File: config.mk
export PLATFORM = sky130hd
export DESIGN_NAME = mem_arbiter_flat
export DESIGN_NICKNAME = d
export VERILOG_FILES = /design/src/rtl/mem_arbiter_pkg.sv /design/src/rtl/mem_arbiter_if.sv /design/src/rtl/mem_arbiter_arb_pick.sv /design/src/rtl/mem_arbiter.sv /design/src/flat_wrapper.sv
export SDC_FILE = /design/constraint.sdc
export NUM_CORES = 1
export LEC_CHECK = 0
export CORE_UTILIZATION = 39
export DETAILED_ROUTE_END_ITERATION = 10
export HOLD_SLACK_MARGIN = 0.06
export PLACE_DENSITY = 0.87
export REMOVE_ABC_BUFFERS = 1
export SETUP_SLACK_MARGIN = 0.15
export SYNTH_ARGS = -nofsm -noshare
export SYNTH_HDL_FRONTEND = slang
export SYNTH_SLANG_ARGS = --single-unit
File: constraint.sdc
create_clock -name clk -period 2.3 [get_ports clk]
set_input_delay 0.345 -clock clk [delete_from_list [all_inputs] [get_ports clk]]
set_output_delay 0.345 -clock clk [all_outputs]
set_load 0.01 [all_outputs]
File: src/rtl/mem_arbiter_pkg.sv
// Shared types and defaults for the mem_arbiter block: FSM state encodings,
// grant_id codes and the default bus widths.
package mem_arbiter_pkg;

  localparam int ADDR_L_DEF = 32;
  localparam int DATA_L_DEF = 8;

  typedef enum logic [1:0] {
    ST_IDLE = 2'd0,
    ST_GNT  = 2'd1,
    ST_DONE = 2'd2
  } state_e;

  typedef enum logic [1:0] {
    GID_NONE = 2'd0,
    GID_IF   = 2'd1,
    GID_DMR  = 2'd2,
    GID_DMW  = 2'd3
  } gid_e;

  function automatic logic gid_is_read(input gid_e g);
    return (g == GID_IF) || (g == GID_DMR);
  endfunction

endpackage

File: src/rtl/mem_arbiter_if.sv
// Bus bundle between the IF/DM requesters, mem_arbiter and mem_ctrl.
// master = the arbiter's view, slave = the surrounding requesters and mem_ctrl.
interface mem_arbiter_if
  import mem_arbiter_pkg::*;
#(
  parameter int ADDR_L = ADDR_L_DEF,
  parameter int DATA_L = DATA_L_DEF
);

  logic              if_re;
  logic [ADDR_L-1:0] if_addr;
  logic [DATA_L-1:0] if_rdata;
  logic              if_rack;

  logic              dm_re;
  logic              dm_we;
  logic [ADDR_L-1:0] dm_addr;
  logic [DATA_L-1:0] dm_wdata;
  logic [DATA_L-1:0] dm_rdata;
  logic              dm_rack;
  logic              dm_wack;

  logic [ADDR_L-1:0] mc_raddr;
  logic [ADDR_L-1:0] mc_waddr;
  logic [DATA_L-1:0] mc_dout;
  logic [DATA_L-1:0] mc_din;
  logic              mc_re;
  logic              mc_we;
  logic              mc_rack;
  logic              mc_wack;

  logic              busy;
  logic [1:0]        grant_id;

  modport master (
    input  if_re, if_addr, dm_re, dm_we, dm_addr, dm_wdata, mc_din, mc_rack, mc_wack,
    output if_rdata, if_rack, dm_rdata, dm_rack, dm_wack,
           mc_raddr, mc_waddr, mc_dout, mc_re, mc_we, busy, grant_id
  );

  modport slave (
    output if_re, if_addr, dm_re, dm_we, dm_addr, dm_wdata, mc_din, mc_rack, mc_wack,
    input  if_rdata, if_rack, dm_rdata, dm_rack, dm_wack,
           mc_raddr, mc_waddr, mc_dout, mc_re, mc_we, busy, grant_id
  );

endinterface

File: src/rtl/mem_arbiter_arb_pick.sv
// Combinational winner select for mem_arbiter. With ARB_RR_EN defined, IF and DM
// alternate on contention; otherwise fixed priority DM write > DM read > IF.
module arb_pick
  import mem_arbiter_pkg::*;
(
  input  logic if_re,
  input  logic dm_re,
  input  logic dm_we,
`ifdef ARB_RR_EN
  input  logic rr_dm,
`endif
  output gid_e gid
);

  logic dm_req;
  logic dm_wins;

  always_comb begin
    dm_req = dm_re | dm_we;
`ifdef ARB_RR_EN
    // rr_dm set means DM was not the last one served, so it wins a tie
    dm_wins = dm_req && (!if_re || rr_dm);
`else
    dm_wins = dm_req;
`endif
    if (dm_wins) begin
      gid = dm_we ? GID_DMW : GID_DMR;
    end else if (if_re) begin
      gid = GID_IF;
    end else begin
      gid = GID_NONE;
    end
  end

endmodule

File: src/rtl/mem_arbiter.sv
// Arbitrates the single mem_ctrl CPU-side port between instruction fetch and data
// memory, one transaction at a time. Optional macro ARB_RR_EN selects round robin.
module mem_arbiter
  import mem_arbiter_pkg::*;
#(
  parameter int ADDR_L = ADDR_L_DEF,
  parameter int DATA_L = DATA_L_DEF
)
(
  input logic           clk,
  input logic           rst,
  mem_arbiter_if.master bus
);

  state_e            state_q,    state_d;
  gid_e              gid_q,      gid_d;
  logic [ADDR_L-1:0] addr_q,     addr_d;
  logic [DATA_L-1:0] wdata_q,    wdata_d;
  logic              mc_re_q,    mc_re_d;
  logic              mc_we_q,    mc_we_d;
  logic [DATA_L-1:0] if_rdata_q, if_rdata_d;
  logic [DATA_L-1:0] dm_rdata_q, dm_rdata_d;
  logic              if_rack_q,  if_rack_d;
  logic              dm_rack_q,  dm_rack_d;
  logic              dm_wack_q,  dm_wack_d;
  gid_e              pick;

`ifdef ARB_RR_EN
  logic              rr_dm_q,    rr_dm_d;

  arb_pick u_pick (
    .if_re (bus.if_re),
    .dm_re (bus.dm_re),
    .dm_we (bus.dm_we),
    .rr_dm (rr_dm_q),
    .gid   (pick)
  );
`else
  arb_pick u_pick (
    .if_re (bus.if_re),
    .dm_re (bus.dm_re),
    .dm_we (bus.dm_we),
    .gid   (pick)
  );
`endif

  always_comb begin
    state_d    = state_q;
    gid_d      = gid_q;
    addr_d     = addr_q;
    wdata_d    = wdata_q;
    mc_re_d    = mc_re_q;
    mc_we_d    = mc_we_q;
    if_rdata_d = if_rdata_q;
    dm_rdata_d = dm_rdata_q;
    if_rack_d  = 1'b0;
    dm_rack_d  = 1'b0;
    dm_wack_d  = 1'b0;
`ifdef ARB_RR_EN
    rr_dm_d    = rr_dm_q;
`endif
    case (state_q)
      ST_IDLE: begin
        if (pick != GID_NONE) begin
          state_d = ST_GNT;
          gid_d   = pick;
          addr_d  = (pick == GID_IF) ? bus.if_addr : bus.dm_addr;
          wdata_d = bus.dm_wdata;
          mc_re_d = gid_is_read(pick);
          mc_we_d = (pick == GID_DMW);
`ifdef ARB_RR_EN
          rr_dm_d = (pick == GID_IF);
`endif
        end
      end
      ST_GNT: begin
        // only the ack matching the granted direction ends the transaction
        if (gid_is_read(gid_q) && bus.mc_rack) begin
          mc_re_d = 1'b0;
          state_d = ST_DONE;
          gid_d   = GID_NONE;
          if (gid_q == GID_IF) begin
            if_rdata_d = bus.mc_din;
            if_rack_d  = 1'b1;
          end else begin
            dm_rdata_d = bus.mc_din;
            dm_rack_d  = 1'b1;
          end
        end else if ((gid_q == GID_DMW) && bus.mc_wack) begin
          mc_we_d   = 1'b0;
          state_d   = ST_DONE;
          gid_d     = GID_NONE;
          dm_wack_d = 1'b1;
        end
      end
      ST_DONE: state_d = ST_IDLE;
      default: state_d = ST_IDLE;
    endcase
  end

  always_ff @(posedge clk or negedge rst) begin
    if (!rst) begin
      state_q    <= ST_IDLE;
      gid_q      <= GID_NONE;
      addr_q     <= '0;
      wdata_q    <= '0;
      mc_re_q    <= 1'b0;
      mc_we_q    <= 1'b0;
      if_rdata_q <= '0;
      dm_rdata_q <= '0;
      if_rack_q  <= 1'b0;
      dm_rack_q  <= 1'b0;
      dm_wack_q  <= 1'b0;
`ifdef ARB_RR_EN
      rr_dm_q    <= 1'b0;
`endif
    end else begin
      state_q    <= state_d;
      gid_q      <= gid_d;
      addr_q     <= addr_d;
      wdata_q    <= wdata_d;
      mc_re_q    <= mc_re_d;
      mc_we_q    <= mc_we_d;
      if_rdata_q <= if_rdata_d;
      dm_rdata_q <= dm_rdata_d;
      if_rack_q  <= if_rack_d;
      dm_rack_q  <= dm_rack_d;
      dm_wack_q  <= dm_wack_d;
`ifdef ARB_RR_EN
      rr_dm_q    <= rr_dm_d;
`endif
    end
  end

  assign bus.mc_raddr = addr_q;
  assign bus.mc_waddr = addr_q;
  assign bus.mc_dout  = wdata_q;
  assign bus.mc_re    = mc_re_q;
  assign bus.mc_we    = mc_we_q;
  assign bus.if_rdata = if_rdata_q;
  assign bus.dm_rdata = dm_rdata_q;
  assign bus.if_rack  = if_rack_q;
  assign bus.dm_rack  = dm_rack_q;
  assign bus.dm_wack  = dm_wack_q;
  assign bus.busy     = (state_q != ST_IDLE);
  assign bus.grant_id = gid_q;

endmodule

File: src/flat_wrapper.sv
// flat-port wrapper written by rule: the top's interface ports become plain ports
module mem_arbiter_flat import mem_arbiter_pkg::*;
#(
  parameter int ADDR_L = ADDR_L_DEF,
  parameter int DATA_L = DATA_L_DEF
)
  (clk, rst, bus_if_re, bus_if_addr, bus_dm_re, bus_dm_we, bus_dm_addr, bus_dm_wdata, bus_mc_din, bus_mc_rack, bus_mc_wack, bus_if_rdata, bus_if_rack, bus_dm_rdata, bus_dm_rack, bus_dm_wack, bus_mc_raddr, bus_mc_waddr, bus_mc_dout, bus_mc_re, bus_mc_we, bus_busy, bus_grant_id);
  mem_arbiter_if #(.ADDR_L(ADDR_L), .DATA_L(DATA_L)) bus_i ();
  input logic clk;
  input logic rst;
  input wire logic [$bits(bus_i.if_re)-1:0] bus_if_re;
  input wire logic [$bits(bus_i.if_addr)-1:0] bus_if_addr;
  input wire logic [$bits(bus_i.dm_re)-1:0] bus_dm_re;
  input wire logic [$bits(bus_i.dm_we)-1:0] bus_dm_we;
  input wire logic [$bits(bus_i.dm_addr)-1:0] bus_dm_addr;
  input wire logic [$bits(bus_i.dm_wdata)-1:0] bus_dm_wdata;
  input wire logic [$bits(bus_i.mc_din)-1:0] bus_mc_din;
  input wire logic [$bits(bus_i.mc_rack)-1:0] bus_mc_rack;
  input wire logic [$bits(bus_i.mc_wack)-1:0] bus_mc_wack;
  output wire logic [$bits(bus_i.if_rdata)-1:0] bus_if_rdata;
  output wire logic [$bits(bus_i.if_rack)-1:0] bus_if_rack;
  output wire logic [$bits(bus_i.dm_rdata)-1:0] bus_dm_rdata;
  output wire logic [$bits(bus_i.dm_rack)-1:0] bus_dm_rack;
  output wire logic [$bits(bus_i.dm_wack)-1:0] bus_dm_wack;
  output wire logic [$bits(bus_i.mc_raddr)-1:0] bus_mc_raddr;
  output wire logic [$bits(bus_i.mc_waddr)-1:0] bus_mc_waddr;
  output wire logic [$bits(bus_i.mc_dout)-1:0] bus_mc_dout;
  output wire logic [$bits(bus_i.mc_re)-1:0] bus_mc_re;
  output wire logic [$bits(bus_i.mc_we)-1:0] bus_mc_we;
  output wire logic [$bits(bus_i.busy)-1:0] bus_busy;
  output wire logic [$bits(bus_i.grant_id)-1:0] bus_grant_id;
  assign bus_i.if_re = bus_if_re;
  assign bus_i.if_addr = bus_if_addr;
  assign bus_i.dm_re = bus_dm_re;
  assign bus_i.dm_we = bus_dm_we;
  assign bus_i.dm_addr = bus_dm_addr;
  assign bus_i.dm_wdata = bus_dm_wdata;
  assign bus_i.mc_din = bus_mc_din;
  assign bus_i.mc_rack = bus_mc_rack;
  assign bus_i.mc_wack = bus_mc_wack;
  assign bus_if_rdata = bus_i.if_rdata;
  assign bus_if_rack = bus_i.if_rack;
  assign bus_dm_rdata = bus_i.dm_rdata;
  assign bus_dm_rack = bus_i.dm_rack;
  assign bus_dm_wack = bus_i.dm_wack;
  assign bus_mc_raddr = bus_i.mc_raddr;
  assign bus_mc_waddr = bus_i.mc_waddr;
  assign bus_mc_dout = bus_i.mc_dout;
  assign bus_mc_re = bus_i.mc_re;
  assign bus_mc_we = bus_i.mc_we;
  assign bus_busy = bus_i.busy;
  assign bus_grant_id = bus_i.grant_id;
  mem_arbiter #(.ADDR_L(ADDR_L), .DATA_L(DATA_L)) u_core (.clk(clk), .rst(rst), .bus(bus_i));
endmodule
# After elaboration in Yosys (flattened, before gate mapping)
# Cells that the tools add are included.
# totals
register_bits	65
latch_bits	0
ramBits	0
romBits	0
in_bits	87
out_inout_bits	96
n_memories	0
# op_classes
addsub	0
mul	0
div	0
order_cmp	0
eq_ne	12
n_shift	0
mux	28
n_bitwise	2
reduce_logical	15
# ops
operator	count
$mux W32	1
$mux W1	16
$mux W2	7
$reduce_and A3 Y1	4
$eq A2 B2 Y1 const B	4
$pmux W2 S2	2
$eq A2 B1 Y1 const B	3
$ne A2 B1 Y1 const B	3
$reduce_bool A2 Y1	3
$pmux W1 S2	2
$reduce_and A2 Y1	2
$reduce_and A4 Y1	1
$ne A3 B1 Y1 const B	1
$logic_and A1 B1 Y1	2
$logic_not A2 Y1	1
$logic_or A1 B1 Y1	2
$ne A2 B2 Y1 const B	1
$not A1 Y1	1
$or A1 B1 Y1	1

# Longest topological paths before layout
# Gate-level depths: netlist of run 1.
# depth
word_depth	6
depth_mapped	5
depth_no_buf	5

# By module
# A second synthesis of run 1 with hierarchy kept.
# unflattened
hier_cells	284
hier_area_um2	3061.7
# by_module_without_submodules
mod	instances	cells_each	area_per_inst_um2	seq_area_each_um2
mem_arbiter	1	280	3036.7	1626.6
arb_pick	1	4	25.0	0.0

# Least setup slack after synthesis of run 1
# No wires, ideal clock.
# synth_path
path_type	register -> register
startpoint	reg u_core.gid_q[1], in the netlist u_core.bus.grant_id[1]
endpoint	reg u_core.dm_rdata_q[0], in the netlist u_core.bus.dm_rdata[0]
setup_time_ns	0.125
t_arrival_ns	1.575
slack_ns	0.600
stages_incl_launch_ff	6
path_buffers	0
period_less_slack_ns	1.700
cell_sequence	dfrtp_1 -> inv_1 -> ha_1 -> nand4bb_4 -> nor2_4 -> mux2_2
# synth_between
elab_chain_cells	4
word_cells_on_any_way	6
classes_between	2 x eq/ne; 1 x bitwise; 3 x reduce/logical
# synth_lines
item	line_no	rtl
start: declaration	mem_arbiter.sv:16	gid_e gid_q, gid_d;
start signal: assignment	mem_arbiter.sv:119	gid_q <= gid_d;
$eq A2 B1 Y1 or $eq A2 B2 Y1 (tied branches)	mem_arbiter_pkg.sv:22, mem_arbiter.sv:82	
$logic_or A1 B1 Y1	mem_arbiter_pkg.sv:22	return (g == GID_IF) || (g == GID_DMR);
$logic_and A1 B1 Y1	mem_arbiter.sv:78	if (gid_is_read(gid_q) && bus.mc_rack) begin
$reduce_and A3 Y1 (no line) *	-	
end signal: assignment	mem_arbiter.sv:125	dm_rdata_q <= dm_rdata_d;
end: declaration	mem_arbiter.sv:22	logic [DATA_L-1:0] dm_rdata_q, dm_rdata_d;
# Every way passes the cells marked *; elsewhere a longest branch is shown, timed or not.
# A chain may end at the register's enable or synchronous reset.

# Worst setup path in the final report of run 1
# layout_path
startpoint	reg u_core.state_q[0]
endpoint	out bus_busy
# layout_between
elab_chain_cells	1
# layout_lines
item	line_no	rtl
start: declaration	mem_arbiter.sv:15	state_e state_q, state_d;
start signal: assignment	mem_arbiter.sv:118	state_q <= state_d;
$reduce_bool A2 Y1	mem_arbiter.sv:145	assign bus.busy = (state_q != ST_IDLE);
end: declaration	flat_wrapper.sv:30	output wire logic [$bits(bus_i.busy)-1:0] bus_busy;
# No other way between the ends.

==> reports/qor.log, run 1 <==
[pwr] largest vdd supply drop 0.608 mV
[sta] worst max-slew margin expressed relative to the limit 53.1%
[hold_path] class of the worst hold path input pin to asynchronous set/reset pin
[sta] fmax 487 MHz
[cells_and_area] share of final-layout standard cells stronger than drive strength 1 21.6%
[cells_and_area] total inserted antenna cells 0
[logic_synthesis] Post-Synthesis Mean Instance Area 13.5 um2
[floorplan] Chip Height 92.8 um
[clock_network] clock tree from TritonCTS yes
[pwr] Pleak 2.07 nW
[setup_path] endpoint type of the worst setup path output pin
[sta] Worst-Margin Slew 0.704 ns
[clock_network] clock network latency to the later pin of the worst-skew pair 0.33 ns
[logic_synthesis] leading register cell type out of synthesis dfrtp_1
[logic_synthesis] number of different library cells in the post-synthesis netlist 32
[cells_and_area] Core Util, Final 65.4%
[setup_path] launching point of the worst reg2reg path u_core.bus.grant_id[1]$_DFFE_PN0P_
[sta] hold_ws 0.0592 ns
[pwr] P_int 4.65 mW
[global_route] via count of the first global-routing pass 2736
[cells_and_area] Area growth, synth to finish 59.7%
[setup_path] number of cells on the worst reg-to-reg path 5
[logic_synthesis] cell type contributing the most total cell area after synthesis dfrtp_1
[drt] count of routing violations after the opening detailed-route iteration 109
[placed_design] dpl cells 479
[setup_path] endpoint of the worst register-to-register path u_core.bus.dm_rdata[5]$_DFFE_PN0P_
[logic_synthesis] ranking of synthesized cells by area dfrtp_1 (51%), o22ai_2 (12%), a2bb2oi_1 (8.7%)
[status] outcome completed
[setup_path] data required time at the worst endpoint 1.96 ns
[floorplan] overall die width 92.8 um
[setup_path] slack of the worst reg-to-reg path 0.44 ns
[global_route] total overflow reported by the global router 0
[drt] router iterations before antenna repair 4
[drt] ratio of routed vias to standard cells 5.11
[pwr] logic gate share of total power 53.1%
[pwr] clock network fraction of total power 15.8%
[sta] Slew Viols, Final 0
[setup_path] Crit Path Class flop to output pin
[job] max-capacitance violation count 0
[global_route] wire length of the first global-routing pass 14.1 mm
[logic_synthesis] area fraction of the dominant cell type after synthesis 50.6%
[drt] post-detailed-route count of antenna-violating nets 0
[clock_network] root cell of the clock tree clkbuf_8
[clock_network] maximum level of the CTS H-tree 3
[sta] number of setup violations in the final report 0
[global_route] maximum number of pins on one net before global-route repair 42
[sta] worst clock skew on the final layout 0.00875 ns
[logic_synthesis] Netlist Area Pre-Place 3210 um2
[floorplan] starting density of the core 40.9%
[cells_and_area] net count reported at finish 477
[sta] share of the cycle needed by the critical path after routing 89.3%
[logic_synthesis] #FFs+latches synth 65
[floorplan] number of cell rows 32
[logic_synthesis] most repeated cell in the gate-level netlist after synthesis dfrtp_1
[setup_path] CP Launch Point u_core.state_q[0]$_DFFE_PN0P_
[logic_synthesis] number of enable-type register cells in the synthesized netlist 0
[logic_synthesis] fraction of the yosys area taken by sequential cells 50.6%
[drt] number of remaining DRC errors 0
[drt] mean routed wirelength per cell 18.6 um
[logic_synthesis] post-synthesis async set-or-reset flop share 100%
[logic_synthesis] Syn. warnings 0
[setup_path] top fanout value on the critical path 13
[pwr] switching power as a share of total power 33.0%
[global_route] total global-route track usage 21.2%
[cells_and_area] area of all placed cells without fillers 5130 um2
[clock_network] total clock buffers created by CTS 9
[clock_network] total number of clock tree sinks 65
[drt] total wire length 9.22 mm
[placed_design] detailed placer's ending HPWL 6.72 mm
[clock_network] CTS max path bufs 2
[floorplan] I/O pin total 183
[pwr] switching power 2.29 mW
[clock_network] Reg clk slew, reported paths 0.07 ns
[logic_synthesis] gate count after technology mapping 238
[floorplan] core area 7850 um2
[cells_and_area] final non-filler cell total 495
[placed_design] routability congestion estimate 0.831
[floorplan] floorplan die area 8610 um2
[sta] final number of hold-violating endpoints 0
[setup_path] capture point of the critical path bus_busy
[sta] time the final worst path needs with I/O delays and setup 2.05 ns
[setup_path] launching element type of the critical path flop
[drt] number of vias after detailed routing 2528
[pwr] Reg power frac 31.0%
[pwr] power density relative to cell area 1350 nW/um2
[logic_synthesis] most frequent cells after synthesis dfrtp_1 (65), buf_4 (33), a2bb2oi_1 (32)
[sta] RSZ-0062 raised after global routing no
[global_route] number of antenna violations at the first check in global routing 0
[placed_design] standard cell area after detailed placement 4900 um2
[setup_path] arrival time of data at the critical path endpoint 1.71 ns
[placed_design] number of I/O port buffers 182
-- registers in the layout, summed over array words and instances, names as in the netlist --
| signal | cells |
|---|---|
| u_core.bus.mc_raddr | 32 |
| u_core.bus.mc_re | 1 |
| u_core.bus.dm_wack | 1 |
| u_core.bus.mc_dout | 8 |
| u_core.bus.if_rack | 1 |
| u_core.bus.grant_id | 2 |
| u_core.bus.dm_rdata | 8 |
| u_core.bus.mc_we | 1 |
| u_core.state_q | 2 |
| u_core.bus.if_rdata | 8 |
| u_core.bus.dm_rack | 1 |
-- how the worst min path moves through the flow --
| stage | start | end | slack, ns | depth (start not counted) |
|---|---|---|---|---|
| after floorplan | rst | u_core.bus.dm_rack$_DFF_PN0_ | 0.05 | 0 |
| after global placement | rst | u_core.bus.dm_rdata[6]$_DFFE_PN0P_ | 0.41 | 1 |
| after detailed placement | rst | u_core.bus.dm_rdata[6]$_DFFE_PN0P_ | 0.43 | 1 |
| after CTS | rst | u_core.bus.dm_rdata[6]$_DFFE_PN0P_ | 0.07 | 1 |
| after global routing | rst | u_core.bus.dm_rdata[6]$_DFFE_PN0P_ | 0.10 | 1 |
| final | rst | u_core.bus.dm_rdata[6]$_DFFE_PN0P_ | 0.06 | 1 |
-- power by group through the flow --
stage                     combinational (mW)  sequential (mW)  clock, mW
after floorplan                         1.17             2.49          0
after global placement                  3.60             2.15          0
after detailed placement                3.70             2.17          0
after CTS                               3.72             2.16       1.12
after global routing                    3.90             2.23       1.17
final                                   3.69             2.15       1.10
-- stage by stage --
stage | total power [mW] | setup slack, ns | setup TNS, ns
floorplan | 3.65 | -0.433 | -8.58
global placement | 5.75 | 0.175 | 0
detailed placement | 5.87 | 0.121 | 0
CTS | 7.00 | 0.174 | 0
global route | 7.29 | 0.177 | 0
finish | 6.94 | 0.245 | 0
-- kinds of logic (layout without fill, tap and decap cells) --
group | count (synthesis) | count (layout) | share of synthesized area, %
and+or+nand+nor | 20 | 20 | 4.52
AOI/OAI and AO/OA | 75 | 75 | 23.5
muxes | 25 | 25 | 9.54
adders and majority gates | 2 | 2 | 0.779
DFF | 65 | 65 | 50.6
buffers and inverters | 51 | 206 | 11.1
-- critical path: stages, from the launching register on --
cell             delay (ns)
dfrtp_2                0.49
nor2_4                 0.17
buf_6                  0.18
inv_1                  0.07
clkdlybuf4s50_1        0.48
-- placed cells by master (no fill, tap or decap), types with 2 or more instances in the layout --
| cell type | instances |
|---|---|
| buf_12 | 3 |
| dfrtp_2 | 2 |
| nand2_1 | 6 |
| o21bai_1 | 2 |
| nor2_1 | 2 |
| ha_1 | 2 |
| o21ai_0 | 3 |
| nor2_4 | 3 |
| a2bb2oi_1 | 32 |
| o22ai_2 | 30 |
| nor2b_1 | 2 |
| dfrtp_1 | 63 |
| clkbuf_8 | 11 |
| mux2_4 | 7 |
| clkdlybuf4s50_1 | 181 |
| mux2_2 | 17 |
| inv_1 | 3 |
| bufinv_16 | 2 |
| o22ai_1 | 2 |
| clkinvlp_4 | 2 |
-- final cells by class --
cell class              count  area, um2
inverters                   3       11.3
well taps                 102        128
repair buffers            187       1900
fillers                   592       2720
clock buffers              12        155
multi-input cells         122       1240
flip-flops and latches     65       1630
clock inverters             4       75.1
-- routing by layer --
metal	routed length, um	vias up	track usage [%]
li1	-	1152	-
met1	3590	1246	24.1
met2	4630	123	38.1
met3	930	7	6.73
met4	65	0	5.51
met5	0	-	0
-- what timing repair did --
item / 4_1_cts / 5_1_grt
resized for setup: 1 / 2
buffers inserted: 0 / 0
hold buffers: 0 / 0
setup endpoints to repair: 1 / 1
Note: power is estimated with default switching activity, not from simulation.
==> inputs of run 2 (changes only) <==
- ABC_AREA: unset -> 1
- PLACE_DENSITY: 0.87 -> 0.86
==> run 2 against run 1 <==
- core utilization decreased by 0.28 points
- total power decreased by 5.1%
- wire length decreased by 2.4%
- combinational power decreased by 6.5%
- design area about the same
- sequential power decreased by 2%
- critical path depth decreased by 1
- global-route usage increased by 0.33 points
- count of clock-buffer cells in the layout decreased by 2
==> reports/qor.log, run 2 <==
[status] outcome completed [unchanged]
[sta] number of setup violations in the final report 0 [unchanged]
[sta] Worst-Margin Slew 0.587 ns [was 0.704 ns]
[setup_path] endpoint type of the worst setup path output pin [unchanged]
[pwr] Pleak 2.54 nW [was 2.07 nW]
[drt] total wire length 9.00 mm [was 9.22 mm]
[setup_path] Crit Path Class flop to output pin [unchanged]
[placed_design] number of I/O port buffers 182 [unchanged]
[hold_path] class of the worst hold path input pin to asynchronous set/reset pin [unchanged]
[cells_and_area] Area growth, synth to finish 57.8% [was 59.7%]
[clock_network] total number of clock tree sinks 65 [unchanged]
[clock_network] total clock buffers created by CTS 9 [unchanged]
[clock_network] setup fix buffers added after clock tree synthesis 0 [unchanged]
[global_route] total global-route track usage 21.5% [was 21.2%]
[clock_network] Reg clk slew, reported paths 0.07 ns [about the same]
[cells_and_area] FILL cells 640 [was 592]
[logic_synthesis] cell type contributing the most total cell area after synthesis dfrtp_1 [unchanged]
[pwr] power density relative to cell area 1280 nW/um2 [was 1350 nW/um2]
[cells_and_area] footprint of the multi-input gates 1240 um2 [about the same]
[drt] ratio of routed vias to standard cells 4.68 [was 5.11]
[global_route] via count of the first global-routing pass 3100 [was 2736]
[cells_and_area] share of final-layout standard cells stronger than drive strength 1 6.03% [was 21.6%]
[setup_path] top fanout value on the critical path 4 [was 13]
[logic_synthesis] Netlist Area Pre-Place 3260 um2 [was 3210 um2]
[logic_synthesis] Syn. warnings 0 [unchanged]
[floorplan] number of cell rows 32 [unchanged]
[setup_path] capture point of the critical path bus_busy [unchanged]
[drt] number of remaining DRC errors 0 [unchanged]
[sta] worst max-slew margin expressed relative to the limit 60.7% [was 53.1%]
[setup_path] data required time at the worst endpoint 1.96 ns [about the same]
[floorplan] I/O pin total 183 [unchanged]
[logic_synthesis] Post-Synthesis Mean Instance Area 7.64 um2 [was 13.5 um2]
[logic_synthesis] number of enable-type register cells in the synthesized netlist 0 [unchanged]
[sta] time the final worst path needs with I/O delays and setup 1.84 ns [was 2.05 ns]
[setup_path] number of cells on the worst reg-to-reg path 9 [was 5]
[setup_path] slowest stage cell on the critical path clkdlybuf4s50_1 [was dfrtp_2]
[placed_design] routability congestion estimate 0.835 [was 0.831]
[logic_synthesis] #FFs+latches synth 65 [unchanged]
[sta] hold_ws 0.325 ns [was 0.0592 ns]
[drt] post-detailed-route count of antenna-violating nets 0 [unchanged]
[setup_path] launching point of the worst reg2reg path u_core.bus.grant_id[1]$_DFFE_PN0P_ [unchanged]
[logic_synthesis] fraction of the yosys area taken by sequential cells 50.0% [was 50.6%]
[logic_synthesis] number of different library cells in the post-synthesis netlist 18 [was 32]
[logic_synthesis] most repeated cell in the gate-level netlist after synthesis nand2_1 [was dfrtp_1]
[sta] fmax 545 MHz [was 487 MHz]
[global_route] number of antenna violations at the first check in global routing 0 [unchanged]
[clock_network] clock tree from TritonCTS yes [unchanged]
[setup_path] series of cell instances along the critical path nor2_2 > inv_1 > clkdlybuf4s50_1 [was nor2_4 > buf_6 > inv_1 > clkdlybuf4s50_1]
[sta] RSZ-0062 raised after global routing no [unchanged]
[logic_synthesis] gate count after technology mapping 426 [was 238]
[sta] Sum Neg Setup Slack 0 ns [unchanged]
[logic_synthesis] leading register cell type out of synthesis dfrtp_1 [unchanged]
[clock_network] clock network latency to the later pin of the worst-skew pair 0.33 ns [about the same]
[drt] router iterations before antenna repair 4 [unchanged]
[logic_synthesis] ranking of synthesized cells by area dfrtp_1 (50%), nand2_1 (27%), buf_4 (8.1%) [was dfrtp_1 (51%), o22ai_2 (12%), a2bb2oi_1 (8.7%)]
[sta] worst clock skew on the final layout 0.00976 ns [was 0.00875 ns]
[global_route] wire length of the first global-routing pass 14.4 mm [was 14.1 mm]
[cells_and_area] net count reported at finish 664 [was 477]
[setup_path] endpoint of the worst register-to-register path u_core.bus.if_rdata[1]$_DFFE_PN0P_ [was u_core.bus.dm_rdata[5]$_DFFE_PN0P_]
[setup_path] arrival time of data at the critical path endpoint 1.49 ns [was 1.71 ns]
[setup_path] slack of the worst reg-to-reg path 0.71 ns [was 0.44 ns]
[drt] number of vias after detailed routing 3195 [was 2528]
[floorplan] floorplan die area 8720 um2 [was 8610 um2]
[clock_network] maximum level of the CTS H-tree 3 [unchanged]
[cells_and_area] number of flip-flops under the largest register name 32 [unchanged]
[clock_network] root cell of the clock tree clkbuf_8 [unchanged]
[floorplan] Chip Height 93.4 um [was 92.8 um]
[logic_synthesis] most frequent cells after synthesis nand2_1 (237), dfrtp_1 (65), nand3_1 (37) [was dfrtp_1 (65), buf_4 (33), a2bb2oi_1 (32)]
[pwr] largest vdd supply drop 0.617 mV [was 0.608 mV]
[cells_and_area] most frequent standard cell in the layout excluding fill and tap cells nand2_1 [was clkdlybuf4s50_1]
[drt] count of routing violations after the opening detailed-route iteration 77 [was 109]
[cells_and_area] sequential standard cell area 1630 um2 [about the same]
[setup_path] CP Launch Point u_core.state_q[1]$_DFFE_PN0P_ [was u_core.state_q[0]$_DFFE_PN0P_]
[clock_network] number of hold-repair buffers added at the cts stage 1 [was 0]
[floorplan] overall die width 93.4 um [was 92.8 um]
[clock_network] total of cells resized after clock tree synthesis 0 [was 1]
[setup_path] launching element type of the critical path flop [unchanged]
[cells_and_area] top library cells by usage in the layout, fill and taps aside nand2_1 (237), clkdlybuf4s50_1 (181), dfrtp_1 (65) [was clkdlybuf4s50_1 (181), dfrtp_1 (63), a2bb2oi_1 (32)]
[logic_synthesis] post-synthesis async set-or-reset flop share 100% [unchanged]
[global_route] total overflow reported by the global router 0 [unchanged]
[clock_network] CTS max path bufs 2 [unchanged]
[setup_path] Worst path max stage delay 0.48 ns [was 0.49 ns]
[cells_and_area] total inserted antenna cells 0 [unchanged]
[sta] share of the cycle needed by the critical path after routing 79.8% [was 89.3%]
[drt] mean routed wirelength per cell 13.2 um [was 18.6 um]
[global_route] maximum number of pins on one net before global-route repair 44 [was 42]
[sta] final number of hold-violating endpoints 0 [unchanged]
[floorplan] core area 7890 um2 [was 7850 um2]
[logic_synthesis] area fraction of the dominant cell type after synthesis 50.0% [was 50.6%]
[floorplan] starting density of the core 41.3% [was 40.9%]
[placed_design] detailed placer's ending HPWL 6.86 mm [was 6.72 mm]
[sta] Slew Viols, Final 0 [unchanged]
[job] max-capacitance violation count 0 [unchanged]
==> run 2: cell types whose count changed after synthesis, sizes merged, moves of 2 or more <==
cell / previous run / this run
a21oi: 0 / 2
a2bb2oi: 32 / 0
buf: 45 / 50
clkbuf: 3 / 1
inv: 3 / 12
mux2: 24 / 0
nand2: 7 / 241
nand3: 0 / 38
nor2b: 2 / 0
o21ai: 3 / 9
o21bai: 2 / 0
o22ai: 32 / 0
==> run 2: cell families (layout without fill, tap and decap cells) <==
kind of cell | count (synthesis) | in the layout | synth area share (%)
compound gates | 11 | 11 | 1.69
fa+ha+maj | 2 | 2 | 0.769
buf+inv | 63 | 217 | 11.9
flops | 65 | 65 | 50.0
simple gates | 285 | 285 | 35.7
==> run 2: how the worst min path moves through the flow <==
stage,from,endpoint,slack (ns),cells past startpoint
final,rst,u_core.bus.dm_rdata[7]$_DFFE_PN0P_,0.33,2
after global routing,rst,u_core.bus.dm_rdata[7]$_DFFE_PN0P_,0.31,2
after CTS,rst,u_core.bus.dm_rdata[7]$_DFFE_PN0P_,0.32,2
after detailed placement,rst,u_core.bus.dm_rdata[7]$_DFFE_PN0P_,0.14,1
after global placement,rst,u_core.bus.dm_rdata[7]$_DFFE_PN0P_,0.14,1
after floorplan,rst,u_core.bus.dm_rack$_DFF_PN0_,0.05,0
==> run 2: metal layers <==
layer	routed length, um	global-route usage [%]	vias up	part of all wire, %
li1	-	-	1574	-
met1	3600	25.2	1475	40
met2	4650	38.2	127	52
met3	551	4.15	19	6.1
met4	201	8.97	0	2.2
met5	0	0	-	0
==> run 2: per-stage QoR <==
| step | cell area [um2] | worst slack (ns) | total power [mW] | cells | utilization (%) |
|---|---|---|---|---|---|
| 2_1_floorplan | 2910 | 0.549 | 3.43 | 375 | - |
| 3_3_place_gp | 4920 | 0.453 | 5.51 | 665 | 62.3 |
| 3_5_place_dp | 4920 | 0.368 | 5.61 | 665 | 62.3 |
| 4_1_cts | 5140 | 0.443 | 6.66 | 682 | 65.1 |
| 5_1_grt | 5140 | 0.374 | 7.05 | 682 | 65.1 |
| 6_report | 5140 | 0.464 | 6.59 | 682 | 65.1 |
==> run 2: area by class of cell <==
class / count / share of cell area (%)
clock buffers: 10 / 2.48
clock inverters: 6 / 1.61
flip-flops and latches: 65 / 31.7
well taps: 102 / 2.48
inverters: 12 / 0.877
repair buffers: 189 / 36.7
multi-input cells: 298 / 24.2
==> run 2: power breakdown <==
part	total (mW)	switching (mW)	leakage, nW	internal, mW
Combinational	3.45	1.60	1.63	1.85
Sequential	2.11	0.428	0.811	1.68
Clock	1.03	0.422	0.106	0.605
==> run 2: worst max-delay path: cells and delay by family (launching register included) <==
family / cells / cell delay (ns)
buffers and inverters: 2 / 0.54
flip-flops: 1 / 0.43
AND/OR/NAND/NOR: 1 / 0.20
==> inputs of run 3 (changes only) <==
- clock period: 2.3 -> 1.8 ns (I/O delays scaled with it)
==> run 3 against run 2 <==
- worst setup slack got worse by 0.23 ns
- largest power group unchanged
- cell count increased by 0.88%
- critical path type unchanged
- die area unchanged
- core utilization increased by 0.81 points
- via count increased by 2.1%
- global-route usage increased by 0.20 points
- non-clock buffer count increased by 5
==> reports/qor.log, run 3 (synthesis results as in run 2) <==
[status] outcome completed [unchanged]
[clock_network] total number of clock tree sinks 65 [unchanged]
[pwr] switching power as a share of total power 38.6% [was 37.2%]
[clock_network] maximum level of the CTS H-tree 3 [unchanged]
[global_route] total global-route track usage 21.7% [was 21.5%]
[drt] number of remaining DRC errors 0 [unchanged]
[cells_and_area] total inserted antenna cells 0 [unchanged]
[sta] fmax 638 MHz
[placed_design] dpl cells 667 [was 665]
[cells_and_area] top library cells by usage in the layout, fill and taps aside nand2_1 (237), clkdlybuf4s50_1 (180), dfrtp_1 (64) [was nand2_1 (237), clkdlybuf4s50_1 (181), dfrtp_1 (65)]
[global_route] Global Route met1 Usage 25.8% [was 25.2%]
[setup_path] slowest stage cell on the critical path clkdlybuf4s50_1 [unchanged]
[sta] Worst Slack Setup Final 0.231 ns [was 0.464 ns]
[cells_and_area] Core Util, Final 65.9% [was 65.1%]
[cells_and_area] share of final-layout standard cells stronger than drive strength 1 7.51% [was 6.03%]
[floorplan] core area 7890 um2 [unchanged]
[pwr] logic gate share of total power 53.6% [was 52.4%]
[pwr] Reg power frac 31.8% [was 32.0%]
[drt] count of routing violations after the opening detailed-route iteration 83 [was 77]
[cells_and_area] final non-filler cell total 688 [was 682]
[global_route] global routing met2 resource utilization 38.7% [was 38.2%]
[pwr] power density relative to cell area 1620 nW/um2 [was 1280 nW/um2]
[hold_path] class of the worst hold path input pin to asynchronous set/reset pin [unchanged]
[cells_and_area] Area growth, synth to finish 59.7% [was 57.8%]
[global_route] wire length of the first global-routing pass 14.6 mm [was 14.4 mm]
[sta] worst clock skew on the final layout 0.00912 ns [was 0.00976 ns]
[placed_design] number of I/O port buffers 182 [unchanged]
[sta] number of setup violations in the final report 0 [unchanged]
[pwr] Pleak 2.58 nW [was 2.54 nW]
[drt] post-detailed-route count of antenna-violating nets 0 [unchanged]
[drt] router iterations before antenna repair 4 [unchanged]
[setup_path] launching element type of the critical path flop [unchanged]
[setup_path] series of cell instances along the critical path clkdlybuf4s50_1 [was nor2_2 > inv_1 > clkdlybuf4s50_1]
[global_route] met3 track utilization from global routing 4.88% [was 4.15%]
[placed_design] routability congestion estimate 0.827 [was 0.835]
[cells_and_area] number of flip-flops under the largest register name 32 [unchanged]
[sta] time the final worst path needs with I/O delays and setup 1.57 ns
[sta] Slew Viols, Final 0 [unchanged]
[placed_design] detailed placer's ending HPWL 6.94 mm [was 6.86 mm]
[setup_path] Crit Path Class flop to output pin [unchanged]
[sta] Sum Neg Setup Slack 0 ns [unchanged]
[sta] Worst-Margin Slew 0.437 ns [was 0.587 ns]
[pwr] clock network fraction of total power 14.6% [was 15.6%]
[global_route] maximum number of pins on one net before global-route repair 66 [was 44]
[floorplan] floorplan die area 8720 um2 [unchanged]
[clock_network] total clock buffers created by CTS 9 [unchanged]
[cells_and_area] net count reported at finish 670 [was 664]
[setup_path] data required time at the worst endpoint 1.53 ns [was 1.96 ns]
[pwr] switching power 3.25 mW [was 2.45 mW]
[drt] number of vias after detailed routing 3261 [was 3195]
[clock_network] root cell of the clock tree clkbuf_8 [unchanged]
[sta] worst max-slew margin expressed relative to the limit 70.9% [was 60.7%]
[floorplan] overall die width 93.4 um [unchanged]
[setup_path] endpoint type of the worst setup path output pin [unchanged]
[clock_network] clock tree from TritonCTS yes [unchanged]
[setup_path] top fanout value on the critical path 3 [was 4]
[sta] share of the cycle needed by the critical path after routing 87.1%
[floorplan] I/O pin total 183 [unchanged]
[clock_network] Reg clk slew, reported paths 0.08 ns [was 0.07 ns]
[setup_path] Worst path max stage delay 0.56 ns [was 0.48 ns]
[sta] RSZ-0062 raised after global routing no [unchanged]
[pwr] P_int 5.17 mW [was 4.14 mW]
[setup_path] largest delay contributor family on the critical path buffers and inverters [unchanged]
[global_route] via count of the first global-routing pass 3107 [was 3100]
[clock_network] CTS max path bufs 2 [unchanged]
[global_route] number of antenna violations at the first check in global routing 0 [unchanged]
[drt] ratio of routed vias to standard cells 4.74 [was 4.68]
[global_route] busiest grt layer met2 [unchanged]
[setup_path] Buffers & Inverters on Critical Path 1 [was 2]
[sta] final number of hold-violating endpoints 0 [unchanged]
[setup_path] arrival time of data at the critical path endpoint 1.30 ns [was 1.49 ns]
[cells_and_area] most frequent standard cell in the layout excluding fill and tap cells nand2_1 [unchanged]
[placed_design] dpl ws -0.109 ns [was 0.368 ns]
[clock_network] clock network latency to the later pin of the worst-skew pair 0.34 ns [was 0.33 ns]
[drt] total wire length 9.50 mm [was 9.00 mm]
[floorplan] number of cell rows 32 [unchanged]
[floorplan] starting density of the core 41.3% [unchanged]
[pwr] largest vdd supply drop 0.757 mV [was 0.617 mV]
[global_route] total overflow reported by the global router 0 [unchanged]
[job] max-capacitance violation count 0 [unchanged]
[drt] mean routed wirelength per cell 13.8 um [was 13.2 um]
[floorplan] Chip Height 93.4 um [unchanged]
## run 3: area by class of cell
cell class,count,area [um2]
Tap cell,102,128
Sequential cell,65,1630
Inverter,12,50.0
Fill cell,633,2690
Timing Repair Buffer,194,1930
Multi-Input combinational cell,299,1270
Clock buffer,9,124
Clock inverter,7,71.3
## run 3: tightest hold or removal path: cells and delay by family
family | cells | cell delay [ns]
buffers and inverters | 3 | 0.94
## run 3: final timing paths
kind	start	end	slack (ns)	depth (start not counted)
min	rst	u_core.bus.if_rdata[7]$_DFFE_PN0P_	0.46	3
max in group asynchronous	rst	u_core.state_q[1]$_DFFE_PN0P_	1.04	3
min reg2reg	u_core.bus.mc_dout[3]$_DFFE_PN0P_	u_core.bus.mc_dout[3]$_DFFE_PN0P_	0.48	2
max reg2reg	u_core.bus.grant_id[1]$_DFFE_PN0P_	u_core.bus.if_rdata[2]$_DFFE_PN0P_	0.27	9
min in group clk	bus_dm_wdata[7]	u_core.bus.mc_dout[7]$_DFFE_PN0P_	0.47	3
max	u_core.bus.mc_raddr[26]$_DFFE_PN0P_	bus_mc_waddr[26]	0.23	1
## run 3: repair_timing
item                                   CTS  global route
setup buffers                            3             0
setup endpoints to repair                1            16
gates resized for setup                  3             6
hold buffers                             1             0
cloned                                   0             1
pin swaps                                1             1
endpoints found under the hold margin   65             0
## run 3: per-layer routing
| metal | share of wire (%) | vias up |
|---|---|---|
| li1 | - | 1591 |
| met1 | 40 | 1519 |
| met2 | 52 | 139 |
| met3 | 6.7 | 12 |
| met4 | 1.5 | 0 |
| met5 | 0 | - |
## run 3: per-stage QoR
stage / power [mW] / area, um2 / hold slack [ns]
detailed placement: 7.10 / 4940 / 0.310
finish: 8.42 / 5200 / 0.460
global route: 8.95 / 5200 / 0.467
floorplan: 4.38 / 2910 / -0.0256
CTS: 8.40 / 5180 / 0.458
global placement: 6.97 / 4940 / 0.305
## run 3: power groups by stage
| stage | logic (mW) | registers (mW) | clock network [mW] |
|---|---|---|---|
| 2_1_floorplan | 1.29 | 3.09 | 0 |
| 3_3_place_gp | 4.29 | 2.68 | 0 |
| 3_5_place_dp | 4.41 | 2.69 | 0 |
| 4_1_cts | 4.49 | 2.67 | 1.24 |
| 5_1_grt | 4.89 | 2.75 | 1.31 |
| 6_report | 4.51 | 2.68 | 1.23 |
